==> config.mk <==
export PLATFORM = sky130hd
export DESIGN_NAME = nhit_trigger_ctrl_flat
export DESIGN_NICKNAME = d
export VERILOG_FILES = /design/src/rtl/nhit_trigger_ctrl_pkg.sv /design/src/rtl/nhit_trigger_ctrl_if.sv /design/src/rtl/nhit_trigger_ctrl_sync.sv /design/src/rtl/nhit_trigger_ctrl.sv /design/src/flat_wrapper.sv
export SDC_FILE = /design/constraint.sdc
export NUM_CORES = 1
export LEC_CHECK = 0
export BUFFER_PORTS_ARGS = -buffer_cell sky130_fd_sc_hd__buf_2
export CORE_MARGIN = 10
export CORE_UTILIZATION = 45
export DETAILED_ROUTE_END_ITERATION = 10
export GPL_TIMING_DRIVEN = 0
export HOLD_SLACK_MARGIN = 0.12
export SYNTH_ARGS = -nofsm -noshare
export SYNTH_HDL_FRONTEND = slang
export SYNTH_SLANG_ARGS = --single-unit
==> constraint.sdc <==
create_clock -name clk -period 5.4 [get_ports clk]
set_input_delay 0.54 -clock clk [delete_from_list [all_inputs] [get_ports clk]]
set_output_delay 0.54 -clock clk [all_outputs]
set_load 0.1 [all_outputs]
==> src/rtl/nhit_trigger_ctrl_pkg.sv <==
// nhit_trigger_ctrl_pkg: shared defaults, FSM state encoding and counter sizing helper
package nhit_trigger_ctrl_pkg;
  localparam int DEF_OUT_N    = 8;
  localparam int DEF_WINDOW   = 16;
  localparam int DEF_CLR_CYC  = 4;
  localparam int DEF_HOLD_MAX = 32;
  localparam int DEF_TS_W     = 32;
  localparam int DROP_W       = 16;
  typedef logic [2:0] state_t;
  localparam state_t S_IDLE    = 3'd0;
  localparam state_t S_WINDOW  = 3'd1;
  localparam state_t S_EVAL    = 3'd2;
  localparam state_t S_CLEAR   = 3'd3;
  localparam state_t S_HOLDOFF = 3'd4;
  function automatic int max3(input int a, input int b, input int c);
    return (a > b) ? ((a > c) ? a : c) : ((b > c) ? b : c);
  endfunction
endpackage

==> src/rtl/nhit_trigger_ctrl_if.sv <==
// nhit_trigger_ctrl_if: trigger record valid/ready channel
interface nhit_trigger_ctrl_if #(
  parameter int OUT_N = 8,
  parameter int TS_W  = 32
);
  logic             valid;
  logic             ready;
  logic [OUT_N-1:0] nhit;
  logic [TS_W-1:0]  ts;
  modport master (output valid, nhit, ts, input ready);
  modport slave  (input valid, nhit, ts, output ready);
endinterface

==> src/rtl/nhit_trigger_ctrl_sync.sv <==
// nhit_trigger_ctrl_sync: two-flop synchroniser that only updates its output when two samples agree
module nhit_trigger_ctrl_sync #(
  parameter int W = 8
) (
  input  logic         clk,
  input  logic         rst_n,
  input  logic [W-1:0] i_d,
  output logic [W-1:0] o_q
);
  logic [W-1:0] r_q1, r_q2, r_q;
  // a multi-bit popcount may be caught mid-transition, so hold until it settles
  always_ff @(posedge clk or negedge rst_n) begin
    if (!rst_n) begin
      r_q1 <= '0;
      r_q2 <= '0;
      r_q  <= '0;
    end else begin
      r_q1 <= i_d;
      r_q2 <= r_q1;
      if (r_q1 == r_q2) r_q <= r_q2;
    end
  end
  assign o_q = r_q;
endmodule

==> src/rtl/nhit_trigger_ctrl.sv <==
// nhit_trigger_ctrl: coincidence window, peak tracking, trigger record output and latch clearing
module nhit_trigger_ctrl
  import nhit_trigger_ctrl_pkg::*;
#(
  parameter int OUT_N    = DEF_OUT_N,
  parameter int WINDOW   = DEF_WINDOW,
  parameter int CLR_CYC  = DEF_CLR_CYC,
  parameter int HOLD_MAX = DEF_HOLD_MAX,
  parameter int TS_W     = DEF_TS_W
) (
  input  logic                clk,
  input  logic                rst_n,
  input  logic [OUT_N-1:0]    i_nhit,
  input  logic [OUT_N-1:0]    i_threshold,
  input  logic                i_enable,
  output logic                o_interrupt,
  nhit_trigger_ctrl_if.master trig,
  output logic [DROP_W-1:0]   o_drop_cnt,
  output logic                o_stuck
);
  localparam int CNT_W = $clog2(max3(WINDOW, CLR_CYC, HOLD_MAX) + 1);
  logic [OUT_N-1:0]  w_nhit_s, r_peak, r_tnhit;
  logic [CNT_W-1:0]  r_cnt, w_cnt_nxt;
  logic [TS_W-1:0]   r_ts, r_open_ts, r_tts;
  logic [DROP_W-1:0] r_drop;
  state_t            r_state, w_next;
  logic              w_active, w_fire, w_load, r_valid, r_int, r_stuck;
  nhit_trigger_ctrl_sync #(.W(OUT_N)) u_sync (
    .clk   (clk),
    .rst_n (rst_n),
    .i_d   (i_nhit),
    .o_q   (w_nhit_s)
  );
  // next state, shared phase counter and record-emit decision
  always_comb begin
    w_active  = w_nhit_s != '0;
    w_next    = (r_state == S_IDLE)    ? (w_active ? S_WINDOW : S_IDLE) :
                (r_state == S_WINDOW)  ? ((r_cnt == CNT_W'(WINDOW - 1)) ? S_EVAL : S_WINDOW) :
                (r_state == S_EVAL)    ? S_CLEAR :
                (r_state == S_CLEAR)   ? ((r_cnt == CNT_W'(CLR_CYC - 1)) ? S_HOLDOFF : S_CLEAR) :
                (r_state == S_HOLDOFF) ? (!w_active ? S_IDLE :
                                          (r_cnt == CNT_W'(HOLD_MAX - 1)) ? S_CLEAR : S_HOLDOFF) :
                S_CLEAR;
    w_cnt_nxt = (w_next != r_state || r_state == S_IDLE) ? '0 : r_cnt + 1'b1;
    w_fire    = r_state == S_EVAL && i_enable && r_peak >= i_threshold;
    w_load    = w_fire && (!r_valid || trig.ready);
  end
  // FSM, timestamp, window capture; interrupt is decoded from the next state so it leaves a flop clean
  always_ff @(posedge clk or negedge rst_n) begin
    if (!rst_n) begin
      r_state   <= S_CLEAR;
      r_cnt     <= '0;
      r_int     <= 1'b1;
      r_ts      <= '0;
      r_open_ts <= '0;
      r_peak    <= '0;
      r_stuck   <= 1'b0;
    end else begin
      r_state <= w_next;
      r_cnt   <= w_cnt_nxt;
      r_int   <= w_next == S_CLEAR;
      r_ts    <= r_ts + 1'b1;
      if (r_state == S_IDLE && w_active) begin
        r_open_ts <= r_ts;
        r_peak    <= w_nhit_s;
      end else if (r_state == S_WINDOW && w_nhit_s > r_peak) r_peak <= w_nhit_s;
      if (r_state == S_HOLDOFF && w_next == S_CLEAR) r_stuck <= 1'b1;
    end
  end
  // output record register; a pending record is never overwritten, overflow only counts drops
  always_ff @(posedge clk or negedge rst_n) begin
    if (!rst_n) begin
      r_valid <= 1'b0;
      r_tnhit <= '0;
      r_tts   <= '0;
      r_drop  <= '0;
    end else begin
      if (w_load) begin
        r_valid <= 1'b1;
        r_tnhit <= r_peak;
        r_tts   <= r_open_ts;
      end else if (trig.ready) r_valid <= 1'b0;
      if (w_fire && !w_load && r_drop != '1) r_drop <= r_drop + 1'b1;
    end
  end
  assign o_interrupt = r_int;
  assign o_stuck     = r_stuck;
  assign o_drop_cnt  = r_drop;
  assign trig.valid  = r_valid;
  assign trig.nhit   = r_tnhit;
  assign trig.ts     = r_tts;
endmodule
==> src/flat_wrapper.sv <==
// flat-port wrapper written by rule: the top's interface ports become plain ports
module nhit_trigger_ctrl_flat import nhit_trigger_ctrl_pkg::*;
#(
  parameter int OUT_N    = DEF_OUT_N,
  parameter int WINDOW   = DEF_WINDOW,
  parameter int CLR_CYC  = DEF_CLR_CYC,
  parameter int HOLD_MAX = DEF_HOLD_MAX,
  parameter int TS_W     = DEF_TS_W
)
  (clk, rst_n, i_nhit, i_threshold, i_enable, o_interrupt, o_drop_cnt, o_stuck, trig_valid, trig_nhit, trig_ts, trig_ready);
  nhit_trigger_ctrl_if #(.OUT_N(OUT_N), .TS_W(TS_W)) trig_i ();
  input  logic clk;
  input  logic rst_n;
  input  logic [OUT_N-1:0] i_nhit;
  input  logic [OUT_N-1:0] i_threshold;
  input  logic i_enable;
  output logic o_interrupt;
  output logic [DROP_W-1:0] o_drop_cnt;
  output logic o_stuck;
  output wire logic [$bits(trig_i.valid)-1:0] trig_valid;
  output wire logic [$bits(trig_i.nhit)-1:0] trig_nhit;
  output wire logic [$bits(trig_i.ts)-1:0] trig_ts;
  input wire logic [$bits(trig_i.ready)-1:0] trig_ready;
  assign trig_valid = trig_i.valid;
  assign trig_nhit = trig_i.nhit;
  assign trig_ts = trig_i.ts;
  assign trig_i.ready = trig_ready;
  nhit_trigger_ctrl #(.OUT_N(OUT_N), .WINDOW(WINDOW), .CLR_CYC(CLR_CYC), .HOLD_MAX(HOLD_MAX), .TS_W(TS_W)) u_core (.clk(clk), .rst_n(rst_n), .i_nhit(i_nhit), .i_threshold(i_threshold), .i_enable(i_enable), .o_interrupt(o_interrupt), .trig(trig_i), .o_drop_cnt(o_drop_cnt), .o_stuck(o_stuck));
endmodule
==> impl_metrics.toml, run 1 <==
[cts]
tritoncts.num_buffers = 17
cts_resized = 0
cts_hold_repair.buffers = 1
root_buffer_cell = "clkbuf_16"
cts.path.max_buffers = 2
clock_tree_from_tritoncts = "built"
insertion_delay_to_the_later_sink_of_the_worst_skew_pair_ns = 0.42
postCtsSetupRepairBufs = 0
cts-htree-levels = 4
clock_slew_at_reported_path_ffs_ns = 0.06
clock-sinks = 164

[pwr]
ir_worst_vdd_uv = 235.1
static-leakage-power_nw = 4.333
power_density_nw_per_um2 = 393.2

[die]
design.die.area_um2 = 21020
dieHeight_um = 145.0
placement_rows = 45
floorplan.initialDensity = 0.4608
placeableCoreArea_um2 = 15260
design.portCount = 79
floorplan.die.width_um = 145.0

[logic_synthesis]
yosys_warnings = 0
synth_top_flop_cell = "dfrtp_1"
async_flop_share = 1.000
netlist_area_um2 = 7030
postSynthNetCount = 570
synth_area_per_cell_um2 = 13.24
synth_cells = 531
synth_cell_type_count = 54
synth-seq-cells = 164
sequential_share_of_the_synthesized_area = 0.5843
edff_count_synth = 0

[global_routing]
first_pass_grt_wire_length_um = 23250
globalRoute.totalOverflow = 0
grt_start_max_net_pins = 124
antenna_found_initial = 0
global_route.usage.total = 0.1334
grt_pass1_vias = 4608

[critical_path]
arrival_ns = 2.90
crit_path_max_incr_delay_ns = 0.45
crit_slowest_cell = "nor2_1"
timing.critical_path.to_type = "register"
worstPathRequired_ns = 5.70
worst_path_dominant_cell_family = "simple AND/OR/NAND/NOR gates"
crit_path_start_kind = "register"
worstSetupPathDepth = 7
r2r.worst_path.cells = 7
critical_path.cell_chain = "ha_1 -> nand2_1 -> o21ai_1 -> a41oi_2 -> nor2_1 -> buf_2 -> mux2_1"
crit_fanout = 10
critical_path.n_buffers_inverters = 1
worst-setup-path-type = "reg -> reg"

[sta]
setup_total_negative_slack_ns = 0
setup_violations = 0
finalHoldViolCount = 0
final_min_period_over_clock_period = 0.4828
achievable-frequency_ghz = 0.3836
max_slew.worst_pin.slew_ns = 0.8716
slew_headroom = 0.4189
finalCriticalPeriod_ns = 2.607
finalClockSkew_ns = 0.01025
rsz0062_at_grt = "no"
final_max_slew_viol_count = 0
fin_hold_ws_ns = 0.2221

[finish]
mostFrequentLayoutCells = "dfrtp_1, buf_2, mux2_1"
drive_above_1_share = 0.2333
final_nets = 669
areaGrowthSynthToFinish_pct = 18.67
mostFrequentLayoutCell = "dfrtp_1"
antenna_cells_inserted = 0
layout.core_utilization = 0.5468

[placed_design]
dpl.hpwl_um = 9523
gp_routability_congestion = 0.7813
port_buffers = 78

[drt]
routed-via-count = 4360
route.antenna.remaining_nets = 0
drt-initial-drc-count = 195
post-route-drc-count = 0
post_dr_wirelength_cell_um = 15.65
wl_um = 13370
viasPerCell = 5.105
drt_pass1_iterations = 4

[min_path]
min_path_cells = 1
worst_min_delay_path_category = "in -> reg"

[run_status]
outcome = "finished clean"

[job]
max_cap_viol_count = 0
-- cell usage after synthesis, drive strengths merged (2+ instances only) --
library cell  number  share of area
clkbuf             2         0.0011
nor4               6         0.0071
nand2b             4         0.0036
nand4             17          0.015
mux2              89           0.15
a211o              3         0.0037
nor2              21          0.011
o2111ai            2         0.0025
or3                2         0.0025
dfrtp            161           0.57
a21oi              5         0.0036
ha                19          0.034
nor2b              2         0.0018
inv               22          0.012
buf                9         0.0064
nand4b             2         0.0025
xor2              20          0.025
and2               4         0.0036
nand3             16          0.011
nor3b              4         0.0050
o21ai              5         0.0036
nor3               9         0.0064
dfstp              3          0.011
nor4b              2         0.0034
nand2             35          0.019
xnor2             35          0.044
a21o               3         0.0032
and3               7         0.0062
and4               5         0.0062
-- logic make-up (layout without fill, tap and decap cells) --
kind of cell,after synthesis,after routing,share of synthesized area
XOR/XNOR,55,55,0.06852
AO/OA/AOI/OAI,28,28,0.03382
multiplexers,90,90,0.1477
adder cells (fa/ha/maj),19,19,0.03381
flip-flops,164,164,0.5843
buffers and inverters,33,145,0.01922
AND/OR/NAND/NOR,142,142,0.1127
-- path summary, 6_finish.rpt --
check	start	endpoint	slack, ns
min in group asynchronous	rst_n	u_core.trig.nhit[7]	0.59
worst max register to register	u_core.r_peak[2]	u_core.trig.nhit[4]	2.79
worst max-delay path	u_core.r_peak[2]	u_core.trig.nhit[4]	2.79
worst min-delay path	i_nhit[5]	u_core.u_sync.r_q1[5]	0.22
max in group asynchronous	rst_n	u_core.r_ts[31]	3.93
worst min register to register	u_core.u_sync.r_q1[7]	u_core.u_sync.r_q2[7]	0.40
-- worst reg2reg max path: stages (launching register included) --
cell,delay (ns)
dfrtp_1,0.42
ha_1,0.31
nand2_1,0.05
o21ai_1,0.17
a41oi_2,0.31
nor2_1,0.46
buf_2,0.41
mux2_1,0.36
-- sequential cells by signal, indices dropped and copies added, names as in the netlist, 3 cells and up --
register / cells
u_core.r_open_ts: 32
u_core.r_ts: 32
u_core.trig.ts: 32
u_core.o_drop_cnt: 16
u_core.r_peak: 8
u_core.trig.nhit: 8
u_core.u_sync.o_q: 8
u_core.u_sync.r_q1: 8
u_core.u_sync.r_q2: 8
u_core.r_cnt: 6
u_core.r_state: 3
-- layer usage --
| metal | vias to the layer above | wire length, um | global-route usage |
|---|---|---|---|
| li1 | 2083 | - | - |
| met1 | 2199 | 6020 | 0.1610 |
| met2 | 69 | 6733 | 0.2235 |
| met3 | 9 | 494 | 0.03881 |
| met4 | 0 | 117 | 0.04443 |
| met5 | - | 0 | 0 |
-- area by class of cell --
class / count / area [um^2]
tap: 211 / 264.0
multi-input combinational: 334 / 2788
sequential: 164 / 4108
clock inverter: 12 / 143.9
inverter: 22 / 82.58
buffer: 11 / 52.55
fill: 1318 / 6915
clock buffer: 20 / 466.7
timing repair buffer: 80 / 437.9
-- through the flow --
stage | instances | worst slack [ns] | power [W] | area, um^2
global route | 854 | 2.560 | 0.003446 | 8343
global placement | 820 | 1.366 | 0.002056 | 7685
floorplan | 531 | 2.884 | 0.001920 | 7030
detailed placement | 821 | 2.480 | 0.002080 | 7722
CTS | 854 | 2.695 | 0.003319 | 8343
finish | 854 | 2.793 | 0.003281 | 8343
-- report_power, final --
part	internal, W	switching (W)
Sequential	0.00132	0.0000640
Combinational	0.000286	0.000383
Clock	0.000728	0.000502
Total	0.00233	0.000949
Power figures use the tool's default switching activity.
==> run 2, diff against run 1 <==
Clock period 5.4 ns to 2.6 ns, I/O delays scaled along.
==> impl_metrics.toml, run 2 (synthesis gave the netlist of run 1 again) <==
[die]
design.portCount = 79
floorplan.die.width_um = 145.0
placeableCoreArea_um2 = 15260
dieHeight_um = 145.0
design.die.area_um2 = 21020
floorplan.initialDensity = 0.4608
placement_rows = 45

[pwr]
ir_worst_vdd_uv = 487.5
seqPwrFrac = 0.419
static-leakage-power_nw = 4.367
p_clk_frac = 0.373
p_int_w = 0.004861
power_switching_w = 0.001992
swShare = 0.2907
power.combinational.fraction = 0.208
power_density_nw_per_um2 = 811.5

[drt]
drt_pass1_iterations = 6
wl_um = 13470
post-route-drc-count = 0
drt-initial-drc-count = 187
viasPerCell = 5.096
routed-via-count = 4393
route.antenna.remaining_nets = 0
post_dr_wirelength_cell_um = 15.63

[critical_path]
timing.critical_path.to_type = "register"
arrival_ns = 2.70
worstPathRequired_ns = 2.90
rrSetupSlack_ns = 0.20
crit_fanout = 9
crit_path_max_incr_delay_ns = 0.55
worst_r2r_startpoint = "u_core.u_sync.o_q[1]"
r2r.worst_path.cells = 5
timing.critical_path.to = "u_core.r_peak[6]"
worst-setup-path-type = "reg -> reg"
crit_path_start_kind = "register"
critical_path.startpoint = "u_core.u_sync.o_q[1]"
rr_endpoint = "u_core.r_peak[6]"
critical_path.cell_chain = "nor4_2 -> a2111oi_4 -> a211o_1 -> o22ai_4 -> mux2_4"
crit_slowest_cell = "nor4_2"

[cts]
cts.path.max_buffers = 2
postCtsSetupRepairBufs = 0
clock_tree_from_tritoncts = "built"
root_buffer_cell = "clkbuf_16"
tritoncts.num_buffers = 17
clock_slew_at_reported_path_ffs_ns = 0.06
clock-sinks = 164
insertion_delay_to_the_later_sink_of_the_worst_skew_pair_ns = 0.42
cts-htree-levels = 4

[sta]
final_max_slew_viol_count = 0
final_min_period_over_clock_period = 0.9225
finalHoldViolCount = 0
rsz0062_at_grt = "no"
max_slew.worst_pin.slew_ns = 0.8697
finalClockSkew_ns = 0.01117
setup_violations = 0
finalCriticalPeriod_ns = 2.398
achievable-frequency_ghz = 0.4169
slew_headroom = 0.4202

[global_routing]
grt_pass1_vias = 4648
global_route.usage.total = 0.1342
first_pass_grt_wire_length_um = 23410
antenna_found_initial = 0
grt_start_max_net_pins = 124
globalRoute.totalOverflow = 0

[finish]
drive_above_1_share = 0.2320
nFillCells = 1309
mostFrequentLayoutCells = "dfrtp_1, buf_2, mux2_1"
final-seq-area_um2 = 4108
areaGrowthSynthToFinish_pct = 20.11
final_cells = 862
mostFrequentLayoutCell = "dfrtp_1"
antenna_cells_inserted = 0
area_of_the_multi_input_gates_um2 = 2806
final_nets = 677
layout.core_utilization = 0.5534

[job]
max_cap_viol_count = 0

[min_path]
worst_min_delay_path_category = "in -> reg"
min_path_cells = 3

[placed_design]
gp_routability_congestion = 0.7813
port_buffers = 78
dp_cells = 821
dpl.hpwl_um = 9523

[run_status]
outcome = "finished clean"
-- run 2: cell types whose count changed in the layout (fill, tap and decap cells not counted) --
cell / before / now
dlygate4sd3_1: 1 / 9
a41oi_2: 1 / 0
a41oi_4: 0 / 1
buf_2: 86 / 85
clkbuf_4: 0 / 1
nor2_1: 21 / 20
nor2_4: 0 / 1
-- run 2: power groups by stage --
stage	clock, W	combinational [W]	sequential [W]
CTS	0.00261	0.00142	0.00287
global route	0.00273	0.00157	0.00290
floorplan	0	0.00103	0.00296
finish	0.00255	0.00143	0.00287
global placement	0	0.00136	0.00291
detailed placement	0	0.00140	0.00292
-- run 2: critical path, delay by kind of cell, from the launching register on --
kind / cells / cell delay, ns
multiplexers: 1 / 0.33
AND/OR/NAND/NOR: 1 / 0.55
flip-flops: 1 / 0.42
AO/OA/AOI/OAI: 3 / 0.97
-- run 2: timing repair --
item / 4_1_cts / 5_1_grt
gates resized for setup: 1 / 3
hold buffers: 9 / 0
setup endpoints to repair: 40 / 40
hold endpoints to repair: 49 / 0
-- run 2: routing by layer --
metal	routed length [um]	up-vias	track usage
li1	-	2099	-
met1	6063	2226	0.1622
met2	6827	59	0.2249
met3	467	9	0.03881
met4	115	0	0.04443
met5	0	-	0
-- run 2: cell type report --
type / instances / area share
Sequential cell: 164 / 0.4864
Multi-Input combinational cell: 334 / 0.3323
Timing Repair Buffer: 88 / 0.06134
Clock buffer: 20 / 0.05527
Tap cell: 211 / 0.03126
Clock inverter: 12 / 0.01704
Inverter: 22 / 0.009779
Buffer: 11 / 0.006519
-- run 2: how the worst min path moves through the flow --
stage	from	slack (ns)	endpoint
final	trig_ready	0.19	u_core.trig.valid
after floorplan	rst_n	-0.04	u_core.o_drop_cnt[0]
after global placement	i_nhit[3]	0.37	u_core.u_sync.r_q1[3]
after CTS	trig_ready	0.18	u_core.trig.valid
after global routing	trig_ready	0.19	u_core.trig.valid
after detailed placement	rst_n	0.17	u_core.trig.nhit[1]
-- run 2: stage by stage --
step | hold slack, ns | worst slack, ns | total power, W | area [um^2] | setup TNS [ns]
detailed placement | 0.1743 | -0.09317 | 0.004321 | 7722 | -1.985
floorplan | -0.03559 | 0.08424 | 0.003987 | 7030 | 0
global route | 0.1938 | 0.08459 | 0.007194 | 8444 | 0
CTS | 0.1818 | 0.01907 | 0.006906 | 8426 | 0
global placement | 0.3683 | -1.154 | 0.004271 | 7685 | -184.65
finish | 0.1873 | 0.2016 | 0.006853 | 8444 | 0
